$ cat config.mk
export PLATFORM = sky130hd
export DESIGN_NAME = fetch_redirect_unit
export DESIGN_NICKNAME = d
export VERILOG_FILES = /design/src/rtl/fetch_redirect_unit.sv
export SDC_FILE = /design/constraint.sdc
export NUM_CORES = 1
export LEC_CHECK = 0
export ABC_CLOCK_PERIOD_IN_PS = 10300
export CORE_MARGIN = 2
export CORE_UTILIZATION = 51
export DETAILED_ROUTE_END_ITERATION = 6
export HOLD_SLACK_MARGIN = 0.03
export PLACE_DENSITY = 0.85
export SYNTH_ARGS = -nofsm -noshare
export SYNTH_HDL_FRONTEND = slang
export SYNTH_SLANG_ARGS = --single-unit
$ cat constraint.sdc
create_clock -name clk -period 10.3 [get_ports clk]
set_clock_uncertainty 0.2 [all_clocks]
set_input_delay 1.545 -clock clk [delete_from_list [all_inputs] [get_ports clk]]
set_output_delay 1.545 -clock clk [all_outputs]
set_load 0.02 [all_outputs]
$ cat src/rtl/fetch_redirect_unit.sv
// fetch_redirect_unit
//   Program-counter and instruction-fetch front end. Issues sequential
//   fetches (one outstanding request), buffers one instruction for decode,
//   and on a redirect discards stale in-flight responses and pulses flush.
//
// State table:
//   state  | meaning
//   IDLE   | just out of reset, no fetch issued yet
//   REQ    | presenting a fetch request for pc
//   WAIT   | one request outstanding, waiting for imem_rvalid
//
// Ports:
//   clk, rst            clock, async active-high reset
//   jumpEnable/Target   redirect from branch control
//   stall               decode not accepting the buffered instruction
//   imem_req/addr       fetch request to instruction memory
//   imem_ready          request accepted this cycle
//   imem_rvalid/rdata   instruction memory response (never backpressured)
//   instr_valid/instr/instr_pc  buffered instruction for decode
//   flush               one-cycle kill pulse for younger stages
module fetch_redirect_unit #(
  parameter int                ADDR_W   = 32,
  parameter int                INSTR_W  = 32,
  parameter logic [ADDR_W-1:0] RESET_PC = '0
) (
  input  logic               clk,
  input  logic               rst,
  input  logic               jumpEnable,
  input  logic [ADDR_W-1:0]  jumpTarget,
  input  logic               stall,
  output logic               imem_req,
  output logic [ADDR_W-1:0]  imem_addr,
  input  logic               imem_ready,
  input  logic               imem_rvalid,
  input  logic [INSTR_W-1:0] imem_rdata,
  output logic               instr_valid,
  output logic [INSTR_W-1:0] instr,
  output logic [ADDR_W-1:0]  instr_pc,
  output logic               flush
);

  typedef enum logic [1:0] {
    S_IDLE = 2'd0,
    S_REQ  = 2'd1,
    S_WAIT = 2'd2
  } state_t;

  state_t            state, state_nx;
  logic [ADDR_W-1:0] pc;
  logic [ADDR_W-1:0] req_pc;
  logic [ADDR_W-1:0] jump_pc;
  logic              drop;
  logic              fire;
  logic              load;

  // Redirect targets are word aligned; the low bits are simply cleared.
  assign jump_pc   = jumpTarget & ~ADDR_W'(3);
  assign imem_addr = pc;
  assign fire      = imem_req && imem_ready;
  // A response is only kept if it was not marked stale and no redirect
  // lands on the same edge.
  assign load      = (state == S_WAIT) && imem_rvalid && !drop && !jumpEnable;

  always_ff @(posedge clk or posedge rst) begin
    if (rst) state <= S_IDLE;
    else     state <= state_nx;
  end

  always_comb begin
    state_nx = state;
    imem_req = 1'b0;
    case (state)
      S_IDLE: state_nx = S_REQ;
      S_REQ: begin
        // Only issue when the returning instruction has somewhere to land.
        imem_req = !instr_valid || !stall;
        if (imem_req && imem_ready) state_nx = S_WAIT;
      end
      S_WAIT: begin
        if (imem_rvalid) state_nx = S_REQ;
      end
      default: state_nx = S_IDLE;
    endcase
  end

  always_ff @(posedge clk or posedge rst) begin
    if (rst) begin
      pc          <= RESET_PC;
      req_pc      <= '0;
      drop        <= 1'b0;
      instr_valid <= 1'b0;
      instr       <= '0;
      instr_pc    <= '0;
      flush       <= 1'b0;
    end else begin
      flush <= jumpEnable;

      if (jumpEnable)  pc <= jump_pc;
      else if (fire)   pc <= pc + ADDR_W'(4);

      if (fire) req_pc <= pc;

      case (state)
        // A request accepted on a redirect edge is already stale.
        S_REQ:   if (fire) drop <= jumpEnable;
        S_WAIT: begin
          if (imem_rvalid)     drop <= 1'b0;
          else if (jumpEnable) drop <= 1'b1;
        end
        default: drop <= 1'b0;
      endcase

      if (jumpEnable) begin
        instr_valid <= 1'b0;
      end else if (load) begin
        instr_valid <= 1'b1;
        instr       <= imem_rdata;
        instr_pc    <= req_pc;
      end else if (instr_valid && !stall) begin
        instr_valid <= 1'b0;
      end
    end
  end

endmodule

* After elaboration in Yosys (flattened, before gate mapping)
Cells that the tools add are included.
Cells by class: add/subtract/negate cells 1, multipliers 0, divide/modulo/power cells 0, magnitude comparators 0, equality and inequality tests 6, shifts and indexed selects 0, mux-type cells 13, bitwise operators 1, reduce and logical (&&, ||, !) cells 17
Operators with widths (number):
- $mux W32 | 2
- $add A32 B3 Y32 const B | 1
- $mux W1 | 7
- $logic_and A1 B1 Y1 | 6
- $ne A2 B2 Y1 const B | 3
- $pmux W2 S3 | 1
- $reduce_and A2 Y1 | 3
- $logic_not A1 Y1 | 4
- $mux W2 | 2
- $ne A3 B3 Y1 const B | 1
- $reduce_bool A3 Y1 | 1
- $eq A2 B1 Y1 const B | 1
- $eq A2 B2 Y1 const B | 1
- $logic_not A2 Y1 | 1
- $pmux W1 S2 | 1
- $reduce_bool A2 Y1 | 1
- $logic_or A1 B1 Y1 | 1
- $not A1 Y1 | 1
Word-level totals: bits in registers 133, bits in latches 0, memory bits (writable) 0, memory bits (read-only) 0, input port bits 70, output and inout port bits 99, word-level logic and storage cells 46, memories 0

* Longest topological paths before layout
Gate-level depths: netlist (run 1).
word-level depth 6, depth in mapped cells 8, mapped depth without buffers 7

* Worst setup path before layout (run 1)
No wires, ideal clock.
path type input port to output port, start point input port stall, end point output port imem_req, data arrival time 1.840 ns, required time 8.555 ns, slack 6.715 ns, stages 2, path buffers 0, cell sequence a21bo_4 -> clkinv_8
Between the ends: longest elaborated chain between the ends 3
RTL lines:
- start, declared | RTL line 30 | input logic stall,
- $logic_not A1 Y1 | RTL line 76 | imem_req = !instr_valid || !stall;
- $logic_or A1 B1 Y1 | RTL line 76
- $mux W1 | RTL line 72 | case (state)
- end, declared | RTL line 31 | output logic imem_req,
Every way passes these cells.

* Final worst setup path (run 1)
Same ends and word-level chain as after synthesis.

==> flow_results.org, run 1 <==
** Run status
- The flow ran to the end, and the final reports show no timing, DRC or antenna violations.

** Placed design
- Prior to clock tree synthesis, the placed netlist has a worst setup slack of 5.625 ns.
- Post-detail-place hpwl :: 9759 um
- Post-placement cell count :: 740
- During placement, the flow inserted port buffers numbering 162.
- At the end of routability-driven placement, the weighted congestion stood at 0.7915.

** STA
- Final-report max-slew violation count :: 0
- Setup violations remaining at the end of the flow were counted as 0.
- Slew of the pin with the lowest slew margin :: 1.336 ns
- Slew headroom :: 0.1027
- Highest Clock Rate :: 214.0 MHz
- Smallest setup slack after layout :: 5.628 ns
- Setup repair after global routing left no endpoint under its margin.
- Shortest period the worst path allows :: 4.672 ns
- Dividing the final minimum period by the clock period gives 0.4536.
- The number of hold violations in the final report is 0.
- Setup total negative slack on the finished layout was measured at 0 ns.

** CTS
- Once the clock tree was built, the setup fixing pass inserted 0 buffers.
- Gates resized during post-CTS repair numbered 0.
- Register clock-pin slew on the reported worst setup and hold paths :: 0.06 ns
- CTS saw 127 sinks.
- TritonCTS built the clock tree.
- TritonCTS buffer count :: 17
- Hold repair after CTS inserted 0 buffers.
- The tree is rooted in a sky130_fd_sc_hd__clkbuf_8.
- In this run the number of H-tree levels came out at 4.
- Counting along the longest clock path gives a buffer depth of 2.
- Clock latency reported for the late side of the worst-skew pair :: 0.52 ns

** Global routing
- Total overflow reported by the global router :: 0
- The initial antenna violation count is 0.
- Maximum number of pins on one net before global-route repair :: 73
- For this run, the total global-route usage over all layers was measured as 0.2555.
- First-pass GRT wire length :: 23,310 um
- The number of global-route vias before repair was 4,581.

** Yosys
- Synthesis warning total :: 0
- Yosys reg bits :: 127
- Ys async rst share :: 1.000
- Yosys mapped a number of flops with a built-in enable equal to 0.
- Cell Area, Synth :: 0.005715 sq mm
- Synthesis produced 461 cells.
- Seq/Total Area, Yosys :: 0.5560
- For this run, the leading register cell type out of synthesis is sky130_fd_sc_hd__dfrtp_1.
- Post-Syn Area per Cell :: 12.40 sq um
- Number of distinct standard cells referenced by the synthesized netlist :: 51

** Floorplanning
- Site Rows :: 38
- During I/O placement, the number of pins put on the boundary was 169.
- Placeable core region :: 0.01089 sq mm
- From bottom edge to top edge, the die measures 109.9 um.
- Area of the die :: 0.01207 sq mm
- Die Span X :: 109.9 um
- The initial utilization of the core area, before any placement, comes to 0.5249.

** Worst setup path
- Depth of the most critical reg-to-reg path :: 5
- Worst R2R End :: instr_pc[29]
- Crit path required time :: 8.56 ns
- Kind of end point of the critical path :: output pin
- Critical Setup Path Class :: primary input to output pin
- Reg2Reg Setup Slack :: 7.53 ns
- Crit path arrival time :: 2.93 ns
- Along the worst path, the maximum fanout reaches 9.
- In this run the critical register-to-register path is launched from state[0].
- The worst setup path is launched from a primary input.

** Detailed routing
- The routed design has 14,510 um of wire.
- Starting DRT DRC Count :: 278
- Per-cell via count in the routed design :: 5.772
- After detailed routing, the average wire length per cell comes to 18.80 um.
- Once detail routing completed, the nets flagged for antenna violations numbered 0.
- Before antenna repair, the detailed router went through 7 iterations.
- Final routed DRC violation total :: 0
- Via Count :: 4,456

** Cells and area
- Compared with the post-synthesis result, the final layout area differs by 40.17%.
- Filler-free cell count of the finished design :: 772
- Number of nets in the layout :: 693
- Share of final-layout standard cells stronger than drive strength 1 :: 0.2231
- Number of inserted diodes :: 0
- Core occupancy in the finished layout :: 0.7358

** Hold path
- In this run the most critical hold path is launched from req_pc[27].
- Capture endpoint of the worst hold path :: req_pc[27]
- Counting instances, the worst hold path has a depth of 2.
- The path class of the tightest hold or removal check is flop to flop.

** Pwr
- Of the total power, the clock network draws 0.270.
- Summing internal, switching and leakage power gives 2.250 mW.
- Static power due to leakage :: 3.280 nW
- Cell-internal power :: 1.524 mW
- The share of total power dissipated in combinational logic is 0.367.
- Dividing total power by cell area gives a power density of 280.9 mW/mm^2.
- Portion of total power attributed to sequential cells :: 0.363
- Power dissipated by switching net loads :: 726.6 uW
- Worst VDD drop :: 182.3 uV
- Switching power share of the total :: 0.3229

** Job
- Max-cap violations in this run came to 0.
registers in the layout (all words and copies together) (netlist names):
signal	cells
instr_pc	30
req_pc	30
drop	1
instr	32
imem_addr	30
instr_valid	1
state	2
flush	1
routing by layer:
metal / share of wire / track usage / vias to the layer above / routed length [um]
met5: 0 / 0 / - / 0
met4: 0.013 / 0.09403 / 0 / 192
met3: 0.064 / 0.06461 / 18 / 931
met2: 0.52 / 0.4286 / 186 / 7593
met1: 0.40 / 0.3188 / 2236 / 5795
li1: - / - / 2016 / -
worst max-delay path by stage:
stage | start | slack, ns | depth (start not counted) | to
global placement | stall | 5.62 | 4 | imem_req
finish | stall | 5.63 | 4 | imem_req
detailed placement | stall | 5.63 | 4 | imem_req
floorplan | rst | 5.17 | 1 | drop
global route | stall | 5.59 | 4 | imem_req
CTS | stall | 5.62 | 4 | imem_req
power by group through the flow:
stage | clock network (mW) | logic (mW) | registers [mW]
2_1_floorplan | 0 | 0.297 | 0.966
4_1_cts | 0.613 | 0.834 | 0.816
5_1_grt | 0.638 | 0.877 | 0.840
3_3_place_gp | 0 | 0.805 | 0.807
3_5_place_dp | 0 | 0.829 | 0.823
6_report | 0.608 | 0.825 | 0.817
worst max-delay path: stages:
cell	delay, ns
sky130_fd_sc_hd__clkdlybuf4s50_1	0.43
sky130_fd_sc_hd__a21bo_4	0.25
sky130_fd_sc_hd__clkinv_8	0.07
sky130_fd_sc_hd__clkdlybuf4s50_1	0.62
cell usage after synthesis (all sizes together) (7+ instances only):
| cell | n | area, sq um |
|---|---|---|
| o31ai | 14 | 105.1 |
| nand3 | 17 | 95.09 |
| nor2 | 14 | 52.55 |
| clkbuf | 8 | 30.03 |
| o21ai | 16 | 80.08 |
| nand4 | 22 | 167.7 |
| nand2 | 28 | 107.6 |
| nor3 | 7 | 35.03 |
| and3 | 7 | 56.30 |
| dfrtp | 127 | 3178 |
| a31oi | 9 | 56.30 |
| nor2b | 10 | 62.56 |
| buf | 21 | 121.4 |
| or4 | 7 | 52.55 |
| mux2 | 91 | 1025 |
area by class of cell:
| type | instances | area, sq um |
|---|---|---|
| clock buffers | 19 | 441.7 |
| multi-input cells | 301 | 2374 |
| well taps | 140 | 175.2 |
| repair buffers | 165 | 1639 |
| inverters | 7 | 41.29 |
| clock inverters | 13 | 162.7 |
| flip-flops and latches | 127 | 3178 |
| fillers | 730 | 2877 |
placed cells by master (no fill, tap or decap), types with 10 or more instances in the layout:
cell type | synthesis | routed
sky130_fd_sc_hd__nand3_1 | 15 | 15
sky130_fd_sc_hd__nor2b_1 | 10 | 10
sky130_fd_sc_hd__o31ai_1 | 14 | 14
sky130_fd_sc_hd__dfrtp_1 | 127 | 127
sky130_fd_sc_hd__clkbuf_16 | 0 | 16
sky130_fd_sc_hd__nor2_1 | 14 | 14
sky130_fd_sc_hd__o21ai_0 | 16 | 16
sky130_fd_sc_hd__nand2_1 | 27 | 27
sky130_fd_sc_hd__clkdlybuf4s50_1 | 0 | 161
sky130_fd_sc_hd__nand4_1 | 20 | 20
sky130_fd_sc_hd__mux2_2 | 91 | 91
kinds of logic after synthesis:
| family | after synthesis | synth area share |
|---|---|---|
| fa+ha+maj | 4 | 0.008757 |
| mux | 92 | 0.1810 |
| xor+xnor | 7 | 0.01073 |
| other cells | 1 | 0.0006561 |
| simple gates | 136 | 0.1401 |
| compound gates | 58 | 0.06940 |
| flops | 127 | 0.5560 |
| buf+inv | 36 | 0.03328 |
per-stage QoR:
| stage | hold slack [ns] | instance area, sq um |
|---|---|---|
| detailed placement | 0.2739 | 7407 |
| floorplan | 0.2444 | 5727 |
| global placement | 0.2565 | 7407 |
| finish | 0.2938 | 8011 |
| global route | 0.3184 | 8011 |
| CTS | 0.2871 | 8011 |
Note: power is estimated with default switching activity, not from simulation.
==> run 2, diff against run 1 <==
==> config.mk (replaced) <==
export PLATFORM = sky130hd
export DESIGN_NAME = fetch_redirect_unit
export DESIGN_NICKNAME = d
export VERILOG_FILES = /design/src/rtl/fetch_redirect_unit.sv
export SDC_FILE = /design/constraint.sdc
export NUM_CORES = 1
export LEC_CHECK = 0
export ABC_CLOCK_PERIOD_IN_PS = 4700
export CORE_MARGIN = 2
export CORE_UTILIZATION = 47
export DETAILED_ROUTE_END_ITERATION = 6
export HOLD_SLACK_MARGIN = 0.03
export PLACE_DENSITY = 0.8
export SYNTH_ARGS = -nofsm -noshare
export SYNTH_HDL_FRONTEND = slang
export SYNTH_SLANG_ARGS = --single-unit
==> constraint.sdc (replaced) <==
create_clock -name clk -period 4.7 [get_ports clk]
set_clock_uncertainty 0.2 [all_clocks]
set_input_delay 0.705 -clock clk [delete_from_list [all_inputs] [get_ports clk]]
set_output_delay 0.705 -clock clk [all_outputs]
set_load 0.02 [all_outputs]
==> flow_results.org, run 2 (same netlist as run 1, synthesis figures left out) <==
** Run status
- Outcome :: completed (unchanged)

** Cells and area
- Multi-input gate area in the final layout :: 0.002376 sq mm (was 0.002374 sq mm)
- The area added between synthesis and finish came to 40.00% (was 40.17%).
- The proportion of layout cells with a drive suffix above 1 is 0.2227 (was 0.2231).
- The flip-flop count of the largest register after layout was 32 (unchanged).
- The final instance area is 0.008001 sq mm (was 0.008011 sq mm).
- The post-route non-filler standard cell count is 780 (was 772).
- Layout filler cell count :: 878 (was 730)
- Number of nets in the layout :: 694 (was 693)
- Largest reg by FF count :: instr (unchanged)
- Most common library cell in the layout ignoring fill and taps :: sky130_fd_sc_hd__clkdlybuf4s50_1 (unchanged)
- Highest-count cells in the layout ignoring fill and taps: sky130_fd_sc_hd__clkdlybuf4s50_1 (161), sky130_fd_sc_hd__dfrtp_1 (127), sky130_fd_sc_hd__mux2_2 (91), sky130_fd_sc_hd__nand2_1 (26), sky130_fd_sc_hd__nand4_1 (20) (was sky130_fd_sc_hd__clkdlybuf4s50_1 (161), sky130_fd_sc_hd__dfrtp_1 (127), sky130_fd_sc_hd__mux2_2 (91), sky130_fd_sc_hd__nand2_1 (27), sky130_fd_sc_hd__nand4_1 (20)).
- The area occupied by registers is 0.003178 sq mm (unchanged).
- Number of inserted diodes :: 0 (unchanged)

** Worst setup path
- Peak per-stage delay on the critical path :: 0.63 ns (was 0.62 ns)
- The slowest library cell on the worst path is sky130_fd_sc_hd__clkdlybuf4s50_1 (unchanged).
- The slack of the worst reg-to-reg path was 2.27 ns (was 7.53 ns).
- Cell-by-cell listing of the critical path :: inv_1 > ha_1 > a21bo_4 > clkinv_8 > clkdlybuf4s50_1 (was clkdlybuf4s50_1 > a21bo_4 > clkinv_8 > clkdlybuf4s50_1)
- The logic depth of the worst register-to-register path was 7 (was 5).
- The class of the most critical setup path is flop to output pin (was primary input to output pin).
- Worst setup SP type :: flop (was primary input)
- The endpoint kind of the worst setup timing path is an output pin (unchanged).
- CP max FO :: 9 (unchanged)
- Crit path arrival time :: 2.10 ns (was 2.93 ns)
- The data required time at the worst endpoint was 3.80 ns (was 8.56 ns).

** Pwr
- Static power due to leakage :: 3.271 nW (was 3.280 nW)
- The worst ir drop on vdd came to 351.9 uV (was 182.3 uV).
- Total power density per cell area :: 607.3 mW/mm^2 (was 280.9 mW/mm^2)

** Floorplanning
- The starting utilization of the core area was 0.4778 (was 0.5249).
- The die outline area came to 0.01306 sq mm (was 0.01207 sq mm).
- The width of the die was 114.3 um (was 109.9 um).
- The row count was 40 (was 38).
- Placeable core region :: 0.01196 sq mm (was 0.01089 sq mm)
- The height of the chip is 114.3 um (was 109.9 um).
- The I/O pin total came to 169 (unchanged).

** CTS
- The number of H-tree levels is 4 (unchanged).
- The number of sinks on the clock net came to 127 (unchanged).
- The number of buffers added by the clock tree synthesis step was 17 (unchanged).
- Buffer type at the clock tree root :: sky130_fd_sc_hd__clkbuf_16 (was sky130_fd_sc_hd__clkbuf_8)
- CTS tree :: built (unchanged)
- The maximum buffer depth of the clock tree is 2 (unchanged).
- The number of buffers inserted by hold repair at cts was 0 (unchanged).
- The number of setup buffers added after CTS came to 0 (unchanged).
- Register clock-pin slew on the reported worst setup and hold paths :: 0.06 ns (about the same)
- Clock latency reported for the late side of the worst-skew pair :: 0.42 ns (was 0.52 ns)
- The number of cells upsized or downsized after cts is 0 (unchanged).

** Placed design
- The count of input and output buffers came to 162 (unchanged).
- Final weighted congestion in routability-driven placement :: 0.8061 (was 0.7915)
- The cell area after placement came to 0.007426 sq mm (was 0.007407 sq mm).
- The number of cells in the design after placement is 748 (was 740).
- Post-detail-place hpwl :: 9567 um (was 9759 um)

** Detailed routing
- Final routed DRC violation total :: 0 (unchanged)
- The total wire length is 13,980 um (was 14,510 um).
- First-pass iteration count of the detailed router :: 5 (was 7)
- Number of nets with antenna violations after detailed routing :: 0 (unchanged)
- Starting DRT DRC Count :: 233 (was 278)
- The count of vias placed by the detailed router is 4,380 (was 4,456).
- The number of vias per cell after detailed routing was 5.615 (was 5.772).
- Average detailed-routed wire length per instance :: 17.92 um (was 18.80 um)

** Global routing
- Global Route Usage Sum :: 0.2250 (was 0.2555)
- First-pass GRT wire length :: 22,560 um (was 23,310 um)
- The pin count of the biggest net entering global routing is 64 (was 73).
- The initial antenna violation count is 0 (unchanged).
- The total congestion overflow was 0 (unchanged).
- The number of global-route vias before repair is 4,501 (was 4,581).

** STA
- Slew headroom :: 0.3731 (was 0.1027)
- Final-report max-slew violation count :: 0 (unchanged)
- Of the available clock period, the critical path in the final layout requires 0.6400.
- The number of hold violations in the final report was 0 (unchanged).
- The setup violation total in the final timing report was 0 (unchanged).
- Final setup TNS :: 0 ns (unchanged)
- Static timing analysis puts the maximum clock frequency at 332.4 MHz.
- Slew of the pin with the lowest slew margin :: 0.9403 ns (was 1.336 ns)
- After layout, the minimum clock period comes to 3.008 ns.
- Setup repair after global routing missed its margin: no (unchanged).

** Hold path
- The count of cells along the worst hold path is 2 (unchanged).
- The worst hold-check path type is flop to flop (unchanged).

** Job
- The max-capacitance violation count came to 0 (unchanged).
-- run 2: cell type report --
cell class | count | share of cell area
clock buffer | 21 | 0.05755
clock inverter | 11 | 0.01439
inverter | 7 | 0.005160
multi-input combinational | 301 | 0.2970
sequential | 127 | 0.3972
tap | 147 | 0.02299
timing repair buffer | 166 | 0.2058
-- run 2: worst max-delay path, delay by kind of cell, from the launching register on --
| family | cells | cell delay (ns) |
|---|---|---|
| buffers and inverters | 3 | 0.80 |
| flip-flops | 1 | 0.39 |
| AO/OA/AOI/OAI | 1 | 0.28 |
| adder cells (fa/ha/maj) | 1 | 0.22 |
-- run 2: power by group --
| group | switching (mW) | internal (mW) |
|---|---|---|
| Clock | 0.464 | 0.802 |
| Combinational | 0.831 | 0.973 |
| Sequential | 0.260 | 1.53 |
-- run 2: worst paths after layout --
path / startpoint / end
max in group asynchronous: rst / flush
min in group asynchronous: rst / imem_addr[28]
worst min-delay path: req_pc[27] / req_pc[27]
worst min register to register: req_pc[27] / req_pc[27]
worst max-delay path: state[1] / imem_req
worst max register to register: state[1] / imem_addr[23]
-- run 2: per-layer routing --
| metal | GRT usage | wire, um | up-vias |
|---|---|---|---|
| met3 | 0.06511 | 744 | 22 |
| met5 | 0 | 0 | - |
| met2 | 0.3655 | 7095 | 136 |
| li1 | - | - | 2026 |
| met4 | 0.1049 | 264 | 0 |
| met1 | 0.2784 | 5873 | 2196 |
-- run 2: metrics by stage --
stage | hold slack, ns | worst slack (ns) | utilization | power (mW)
finish | 0.2859 | 1.692 | 0.6689 | 4.859
global route | 0.3095 | 1.627 | 0.6689 | 5.103
CTS | 0.2873 | 1.687 | 0.6689 | 4.909
detailed placement | 0.2748 | 1.694 | 0.6208 | 3.622
global placement | 0.2575 | 1.696 | 0.6208 | 3.534
floorplan | 0.2444 | 0.4107 | - | 2.768
==> run 3, diff against run 2 <==
--- a/config.mk
+++ b/config.mk
@@ -5,7 +5,7 @@
 export SDC_FILE = /design/constraint.sdc
 export NUM_CORES = 1
 export LEC_CHECK = 0
-export ABC_CLOCK_PERIOD_IN_PS = 4700
+export ABC_CLOCK_PERIOD_IN_PS = 2900
 export CORE_MARGIN = 2
 export CORE_UTILIZATION = 47
 export DETAILED_ROUTE_END_ITERATION = 6
==> constraint.sdc (replaced) <==
create_clock -name clk -period 2.9 [get_ports clk]
set_clock_uncertainty 0.2 [all_clocks]
set_input_delay 0.435 -clock clk [delete_from_list [all_inputs] [get_ports clk]]
set_output_delay 0.435 -clock clk [all_outputs]
set_load 0.02 [all_outputs]
==> flow_results.org, run 3 (same netlist as run 1, synthesis figures left out) <==
** Run status
- Outcome: completed (unchanged).

** CTS
- # H-tree levels :: 4 (unchanged)
- The maximum buffer depth of the clock tree came to 2 (unchanged).
- Clock latency reported for the late side of the worst-skew pair :: 0.41 ns (was 0.42 ns)
- The clock root buffer is sky130_fd_sc_hd__clkbuf_16 (unchanged).
- The number of cells upsized or downsized after cts came to 0 (unchanged).
- The number of sinks on the clock net came to 127 (unchanged).
- TritonCTS buffer count :: 17 (unchanged)
- Register clock-pin slew on the reported worst setup and hold paths :: 0.05 ns (was 0.06 ns)
- The number of buffers inserted by hold repair at cts is 0 (unchanged).
- The number of setup buffers added after CTS was 0 (unchanged).
- CTS tree :: built (unchanged)

** STA
- The transition at the pin with the smallest max-transition slack came to 0.7154 ns (was 0.9403 ns).
- Final setup TNS :: 0 ns (unchanged)
- Final-report max-slew violation count :: 0 (unchanged)
- The tightest hold margin came to 0.2834 ns (was 0.2859 ns).
- Of the available clock period, the critical path in the final layout requires 0.9328.
- Setup violators final :: 0 (unchanged)
- For this run, the top clock speed supported by timing is 369.7 MHz.
- The number of hold violations in the final report came to 0 (unchanged).
- For the finished layout, the period the worst path requires is 2.705 ns.
- Setup repair after global routing missed its margin :: no (unchanged)
- The tightest slew margin relative to the limit is 0.5231 (was 0.3731).

** Pwr
- The switching power total is 2.503 mW (was 1.554 mW).
- Portion of total power attributed to sequential cells :: 0.361 (was 0.368)
- Switching power share of the total :: 0.3112 (was 0.3198)
- Worst VDD drop :: 675.8 uV (was 351.9 uV)
- Static power due to leakage :: 3.328 nW (was 3.271 nW)
- Total power density per cell area :: 991.1 mW/mm^2 (was 607.3 mW/mm^2)
- Clock share of power :: 0.274 (was 0.260)
- The overall power after layout came to 8.043 mW (was 4.859 mW).
- Cell-internal power :: 5.540 mW (was 3.305 mW)
- The share of total power in combinational logic came to 0.365 (was 0.371).

** Cells and area
- The filler cell count is 912 (was 878).
- Share of final-layout standard cells stronger than drive strength 1 :: 0.2280 (was 0.2227)
- Highest-count cells in the layout ignoring fill and taps: sky130_fd_sc_hd__clkdlybuf4s50_1 (161), sky130_fd_sc_hd__dfrtp_1 (127), sky130_fd_sc_hd__mux2_2 (91), sky130_fd_sc_hd__nand2_1 (26), sky130_fd_sc_hd__nand4_1 (20) (unchanged).
- Filler-free cell count of the finished design :: 783 (was 780)
- The most frequent standard cell in the layout excluding fill and tap cells is sky130_fd_sc_hd__clkdlybuf4s50_1 (unchanged).
- The area added between synthesis and finish came to 41.99% (was 40.00%).
- Number of inserted diodes :: 0 (unchanged)
- The net count of the finished layout came to 697 (was 694).
- The area occupied by registers is 0.003178 sq mm (unchanged).
- The register name with the most flops is instr (unchanged).
- Flip-flop count of the largest register, all copies and words added :: 32 (unchanged)
- The area of the multi-input gates was 0.002376 sq mm (unchanged).

** Worst setup path
- Cell with the largest stage delay on the worst path :: sky130_fd_sc_hd__clkdlybuf4s50_1 (unchanged)
- Crit path arrival time :: 2.07 ns (was 2.10 ns)
- Count of buffer and inverter cells on the critical path :: 3 (unchanged)
- Critical Setup Path Class :: flop to output pin (unchanged)
- The delay of the slowest critical-path stage came to 0.62 ns (was 0.63 ns).
- The cell type group with the largest total delay on the critical path is buffers and inverters (unchanged).
- Cell-by-cell listing of the critical path: inv_1 > ha_1 > a21bo_4 > clkinv_8 > clkdlybuf4s50_1 (unchanged).
- Worst setup SP type :: flop (unchanged)
- The largest fanout of any net on the critical path is 9 (unchanged).
- Kind of end point of the critical path :: output pin (unchanged)
- Crit path required time :: 2.27 ns (was 3.80 ns)

** Floorplanning
- The row count came to 40 (unchanged).
- The I/O pin total is 169 (unchanged).
- Die Span X :: 114.3 um (unchanged)
- The height of the chip is 114.3 um (unchanged).
- The starting utilization of the core area was 0.4778 (unchanged).
- The die outline area was 0.01306 sq mm (unchanged).
- Placeable core region :: 0.01196 sq mm (unchanged)

** Detailed routing
- The total wire length came to 13,760 um (was 13,980 um).
- The count of vias placed by the detailed router is 4,441 (was 4,380).
- Per-cell via count in the routed design :: 5.672 (was 5.615)
- Average detailed-routed wire length per instance :: 17.57 um (was 17.92 um)
- The antenna violation net count after detailed routing is 0 (unchanged).
- Final routed DRC violation total :: 0 (unchanged)
- The number of DRC violations after detailed-routing iteration 0 came to 294 (was 233).
- The number of detailed-route iterations in the first pass came to 5 (unchanged).

** Global routing
- The pin count of the biggest net entering global routing came to 128 (was 64).
- The initial antenna violation count came to 0 (unchanged).
- Global Route Usage Sum :: 0.2212 (was 0.2250)
- The number of global-route vias before repair is 4,504 (was 4,501).
- The total congestion overflow is 0 (unchanged).
- First-pass GRT wire length :: 22,450 um (was 22,560 um)

** Placed design
- Post-detail-place hpwl :: 9403 um (was 9567 um)
- Final weighted congestion in routability-driven placement :: 0.8057 (was 0.8061)
- The count of input and output buffers was 162 (unchanged).
- Post-placement cell count :: 751 (was 748)

** Job
- The max-capacitance violation count came to 0 (unchanged).

** Hold path
- Kind of path behind the tightest hold check :: flop to flop (unchanged)
run 3: metal layers:
layer,vias to the layer above,track usage,wire [um]
li1,2019,-,-
met1,2238,0.2730,5583
met2,166,0.3750,7092
met3,18,0.07253,916
met4,0,0.06016,165
met5,-,0,0
run 3: path summary, 6_finish.rpt:
| kind | to | cells after the start | slack (ns) | startpoint |
|---|---|---|---|---|
| worst max-delay path | imem_req | 5 | 0.19 | state[1] |
| worst min-delay path | req_pc[27] | 2 | 0.28 | req_pc[27] |
| worst max register to register | imem_addr[24] | 8 | 0.65 | state[1] |
| worst min register to register | req_pc[27] | 2 | 0.28 | req_pc[27] |
| max in group asynchronous | instr[24] | 3 | 1.55 | rst |
| min in group asynchronous | instr[0] | 3 | 0.37 | rst |
run 3: tightest hold or removal path, stage by stage, from the launching register on:
cell and delay, ns:
sky130_fd_sc_hd__dfrtp_1 0.34, sky130_fd_sc_hd__nand2_1 0.05, sky130_fd_sc_hd__o21ai_0 0.06
run 3: layout make-up:
class	instances	area share
Inverter	7	0.005242
Tap cell	147	0.02266
Clock buffer	23	0.06136
Sequential cell	127	0.3916
Multi-Input combinational cell	301	0.2928
Timing Repair Buffer	169	0.2103
Clock inverter	9	0.01603
run 3: power groups by stage:
stage                     logic (mW)  clock network [mW]  registers, mW
after floorplan                 1.06                   0           3.43
after detailed placement        2.96                   0           2.93
after global placement          2.88                   0           2.87
after global routing            3.11                2.33           2.99
after CTS                       2.98                2.25           2.90
final                           2.94                2.20           2.90
run 3: through the flow:
stage / worst slack, ns / utilization / area (sq um)
global placement: 0.4348 / 0.6259 / 7487
finish: 0.1948 / 0.6785 / 8115
detailed placement: 0.2625 / 0.6259 / 7487
floorplan: 0.6977 / - / 5731
global route: 0.08923 / 0.6785 / 8115
CTS: 0.1674 / 0.6785 / 8115
